--- src/rtl/alu_pkg.sv ---
// alu_pkg: shared types and constants for the execute-stage ALU.
//   alu_op_e  - ALUControl encoding (00=ADD 01=SUB 10=AND 11=ORR)
//   FLAG_*    - bit positions of N/Z/C/V inside ALUFlags
package alu_pkg;

  typedef enum logic [1:0] {
    ALU_ADD = 2'b00,
    ALU_SUB = 2'b01,
    ALU_AND = 2'b10,
    ALU_ORR = 2'b11
  } alu_op_e;

  localparam int FLAG_N = 3;
  localparam int FLAG_Z = 2;
  localparam int FLAG_C = 1;
  localparam int FLAG_V = 0;

endpackage

--- src/rtl/alu_addsub.sv ---
// alu_addsub: combinational WIDTH-bit adder/subtractor with carry and overflow.
// Ports:
//   a, b  in  WIDTH  operands
//   sub   in  1      0: a+b, 1: a-b (computed as a + ~b + 1)
//   sum   out WIDTH  result modulo 2^WIDTH
//   cout  out 1      carry out of bit WIDTH-1 (for SUB, 1 means no borrow)
//   ovf   out 1      signed overflow
module alu_addsub #(
  parameter int WIDTH = 32
) (
  input  logic [WIDTH-1:0] a,
  input  logic [WIDTH-1:0] b,
  input  logic             sub,
  output logic [WIDTH-1:0] sum,
  output logic             cout,
  output logic             ovf
);

  logic [WIDTH-1:0] b_eff;
  logic [WIDTH:0]   wide;

  // Subtraction reuses the adder: invert b and inject the +1 as carry-in.
  assign b_eff = sub ? ~b : b;
  assign wide  = {1'b0, a} + {1'b0, b_eff} + {{WIDTH{1'b0}}, sub};
  assign sum   = wide[WIDTH-1:0];
  assign cout  = wide[WIDTH];
  // Overflow: both addends share a sign and the result sign differs from it.
  assign ovf   = (a[WIDTH-1] == b_eff[WIDTH-1]) && (sum[WIDTH-1] != a[WIDTH-1]);

endmodule

--- src/rtl/alu.sv ---
// alu: registered 32-bit integer ALU for the execute stage.
// Ports:
//   clk         in   1      rising-edge clock
//   rst_n       in   1      asynchronous active-low reset
//   SrcA, SrcB  in   WIDTH  operands
//   ALUControl  in   2      00=ADD 01=SUB 10=AND 11=ORR
//   ALUResult   out  WIDTH  registered result
//   ALUFlags    out  4      registered {N,Z,C,V}
//   OvfSticky   out  1      present only when ALU_OVF_STICKY_EN is defined;
//                           set on any capture with V=1, cleared only by reset
// Timing: inputs sampled on edge k are visible on the outputs after edge k.
// There is no handshake: a new operation is accepted on every edge.
module alu
  import alu_pkg::*;
#(
  parameter int WIDTH = 32
) (
  input  logic             clk,
  input  logic             rst_n,
  input  logic [WIDTH-1:0] SrcA,
  input  logic [WIDTH-1:0] SrcB,
  input  logic [1:0]       ALUControl,
  output logic [WIDTH-1:0] ALUResult,
`ifdef ALU_OVF_STICKY_EN
  output logic [3:0]       ALUFlags,
  output logic             OvfSticky
`else
  output logic [3:0]       ALUFlags
`endif
);

  logic [WIDTH-1:0] as_sum;
  logic             as_cout;
  logic             as_ovf;
  logic [WIDTH-1:0] res_d;
  logic             c_d;
  logic             v_d;
  logic [3:0]       flags_d;

  alu_addsub #(.WIDTH(WIDTH)) u_addsub (
    .a    (SrcA),
    .b    (SrcB),
    .sub  (ALUControl == ALU_SUB),
    .sum  (as_sum),
    .cout (as_cout),
    .ovf  (as_ovf)
  );

  always_comb begin
    res_d = '0;
    c_d   = 1'b0;
    v_d   = 1'b0;
    case (ALUControl)
      ALU_ADD, ALU_SUB: begin
        res_d = as_sum;
        c_d   = as_cout;
        v_d   = as_ovf;
      end
      ALU_AND: res_d = SrcA & SrcB;
      ALU_ORR: res_d = SrcA | SrcB;
      // Only reachable with an unknown control value; keeps the next state clean.
      default: res_d = '0;
    endcase
  end

  always_comb begin
    flags_d         = 4'b0000;
    flags_d[FLAG_N] = res_d[WIDTH-1];
    flags_d[FLAG_Z] = (res_d == '0);
    flags_d[FLAG_C] = c_d;
    flags_d[FLAG_V] = v_d;
  end

  always_ff @(posedge clk or negedge rst_n) begin
    if (!rst_n) begin
      ALUResult <= '0;
      ALUFlags  <= 4'b0000;
    end else begin
      ALUResult <= res_d;
      ALUFlags  <= flags_d;
    end
  end

`ifdef ALU_OVF_STICKY_EN
  always_ff @(posedge clk or negedge rst_n) begin
    if (!rst_n) begin
      OvfSticky <= 1'b0;
    end else if (flags_d[FLAG_V]) begin
      OvfSticky <= 1'b1;
    end
  end
`endif

endmodule

--- config.mk ---
export PLATFORM = sky130hd
export DESIGN_NAME = alu
export DESIGN_NICKNAME = d
export VERILOG_FILES = /design/src/rtl/alu_pkg.sv /design/src/rtl/alu_addsub.sv /design/src/rtl/alu.sv
export SDC_FILE = /design/constraint.sdc
export NUM_CORES = 1
export LEC_CHECK = 0
export BUFFER_PORTS_ARGS = -buffer_cell sky130_fd_sc_hd__buf_2
export CAP_MARGIN = 15
export CORE_MARGIN = 2
export CORE_UTILIZATION = 47
export DETAILED_ROUTE_END_ITERATION = 10
export GPL_ROUTABILITY_DRIVEN = 0
export HOLD_SLACK_MARGIN = 0.05
export PLACE_DENSITY = 0.73
export SYNTH_ARGS = -nofsm -noshare
export SYNTH_HDL_FRONTEND = slang
export SYNTH_HIERARCHICAL = 1
export SYNTH_SLANG_ARGS = --single-unit
--- constraint.sdc ---
create_clock -name clk -period 0.8 [get_ports clk]
set_input_delay 0.16 -clock clk [delete_from_list [all_inputs] [get_ports clk]]
set_output_delay 0.16 -clock clk [all_outputs]
set_load 0.1 [all_outputs]
==> metrics.csv <==
metric,value,unit
status,"finished, violations left",
failing checks,setup timing,
critical-path maximum fanout,7,
core area,8130,sq um
register area,1000,sq um
RSZ-0062 raised after global routing,true,
TritonCTS clock tree,built,
Synth Instances,501,
Int Power,8.22,mW
top_reg_cell synth,dfrtp_1,
Leakage Power,3.47,nW
Worst-Margin Slew,604,ps
remaining global-route overflow,0,
CP required,1040,ps
GR Util All Layers,36.0,%
TritonCTS Buffers,5,
Synth async-reset ratio,100,%
I/O pins,104,
vias in the first global route,5351,
Initial DRC Count,1002,
via count,6049,
Vias/cell,6.98,
post-route cell area,7460,sq um
nature of the critical path endpoint,flip-flop,
Worst VDD drop,1.58,mV
Slew HR,58.7,%
Synth cell types,54,
filler cell count,270,
Synth Area in XOR/XNOR,13.0,%
Max Freq,0.284,GHz
nets@finish,861,
Worst EP arrival,3750,ps
drt wl/cell,25.7,um
largest family of logic cells by synthesized area,compound AO/OA/AOI/OAI gates,
Synth Area in Compound Gates,31.8,%
Clock transition at path regs,90,ps
diode count,0,
post-synthesis adder-cell area fraction,10.5,%
"EDFF count, synth",0,
area of the multi-input gates,3480,sq um
Synth Net Count,601,
Simple-Gate Fraction of Synth Area,13.3,%
Clock Tree Buf Depth,2,
post-route core utilization,91.7,%
Die H,95.0,um
Layout Cells excl Fill,867,
area delta synth->final,91.6,%
switching share of power,49.3,%
P_sw,8.00,mW
crit path launch,ALUControl[1],
Reg power frac,16.3,%
placed inst area,6130,sq um
"Power, Total",16.2,mW
row cnt,33,
YS warnings,6,
antenna violations before repair,0,
synthesized area per cell,7.77,sq um
"Seq/Total Area, Yosys",22.5,%
HP Class,in2reg,
# clock sinks,35,
first-pass GRT wire length,25.5,mm
Cells after DPL,817,
Final Max Tran Viols,0,
DRT Pass-1 Iters,9,
mux share of post-synthesis cell area,0.257,%
power share of the combinational group,71.3,%
"FF+latch count, synth",35,
layout cells sized above 1,58.8,%
Initial Utilization,47.9,%
Post-route DRC,0,
Final period util,440,%
final setup fails,71,
worst setup path class,in2reg,
Max Cap Viol,0,
worst setup margin,-2720,ps
setup TNS,-76380,ps
placed wire-length estimate,10.8,mm
Port Buf Inserts,103,
pwr dens,2180,nW/um^2
hold path startpoint,SrcB[5],
most frequent cells in the layout,"buf_4, buf_2, a21oi_1",
DRT antenna net count,0,
drt total wl,22.3,mm
Clock power frac,12.5,%
DIE WIDTH,95.0,um
CTS root buffer,clkbuf_8,
Syn Std Cell Area,3890,sq um
largest net degree at the start of global routing,67,
Setup crit start kind,input pin,
"Hold Violations, Final",0,
post-layout min period,3520,ps
H-tree depth,2,
"most common cell after layout, fill and taps aside",buf_4,
Die Area,9030,sq um
-- synth_stat cells, drive strengths merged (6+ instances only) --
| cell type | count | share of area [%] |
|---|---|---|
| a21o | 16 | 3.1 |
| a21oi | 69 | 9.4 |
| a31oi | 6 | 0.96 |
| buf | 19 | 3.8 |
| clkbuf | 8 | 0.77 |
| dfrtp | 35 | 22 |
| ha | 31 | 10 |
| inv | 42 | 4.0 |
| nand2 | 25 | 2.4 |
| nand4 | 7 | 1.1 |
| nor2 | 22 | 2.1 |
| nor2b | 7 | 1.1 |
| nor4 | 9 | 1.4 |
| o21ai | 56 | 7.3 |
| o22ai | 34 | 5.5 |
| xnor2 | 16 | 3.6 |
| xor2 | 42 | 9.4 |
-- cells by family after synthesis --
logic type | Yosys count
buffers and inverters | 69
muxes | 1
DFF | 35
AOI/OAI and AO/OA | 205
adders and majority gates | 32
and+or+nand+nor | 101
xor gates and xnor gates | 58
-- power groups by stage --
stage               Combinational [mW]  Clock, mW  Sequential [mW]
finish                            11.6       2.03             2.64
global route                      11.8       2.10             2.66
CTS                               9.37       1.99             2.59
detailed placement                8.96          0             2.63
global placement                  8.69          0             2.61
floorplan                         3.00          0             4.85
-- state kept, by name, indices dropped and copies added (netlist names) --
name and flops:
ALUFlags 4, ALUResult 31
-- worst paths after layout --
| check | cells after the start | end | slack [ps] |
|---|---|---|---|
| setup / recovery | 19 | ALUFlags[2]$_DFF_PN0_ | -2720 |
| hold / removal | 3 | ALUResult[5]$_DFF_PN0_ | 230 |
| max in group asynchronous | 3 | ALUResult[22]$_DFF_PN0_ | 220 |
| min in group asynchronous | 3 | ALUFlags[0]$_DFF_PN0_ | 360 |
-- critical path: stages --
cell	delay, ps
buf_8	110
nor2b_4	180
buf_12	170
xor2_1	200
ha_2	390
a21oi_2	280
o211ai_1	250
buf_4	210
a21oi_1	180
o21ai_2	160
a21oi_4	200
buf_4	170
or3b_1	140
nand3_1	120
inv_1	110
o22ai_2	130
nor4_4	320
nand4_1	120
nor2_1	130
-- stage by stage --
step	worst slack, ps	hold slack, ps
6_report	-2720	229
2_1_floorplan	-2500	-136
5_1_grt	-2750	223
3_3_place_gp	-2490	138
3_5_place_dp	-2730	141
4_1_cts	-2210	212
-- timing repair --
action,4_1_cts,5_1_grt
pin swaps,26,66
gates cloned,0,1
hold endpoints to repair,35,0
buffers inserted,20,27
hold buffers,1,0
endpoints found under the setup margin,71,71
resized for setup,38,132
-- routing by layer --
metal / vias up / track usage, % / wire length, um
met5: - / 0 / 0
met1: 2715 / 40.6 / 7290
met4: 0 / 19.4 / 2360
met2: 723 / 63.4 / 9810
met3: 276 / 7.75 / 2860
li1: 2335 / - / -
-- final cells by class --
cell class	instances	share of cell area, %
Multi-Input combinational cell	397	46.6
Timing Repair Buffer	280	34.2
Sequential cell	35	13.5
Inverter	42	2.11
Tap cell	105	1.76
Clock buffer	5	0.923
Clock inverter	3	0.906
(Power assumes the default switching activity.)
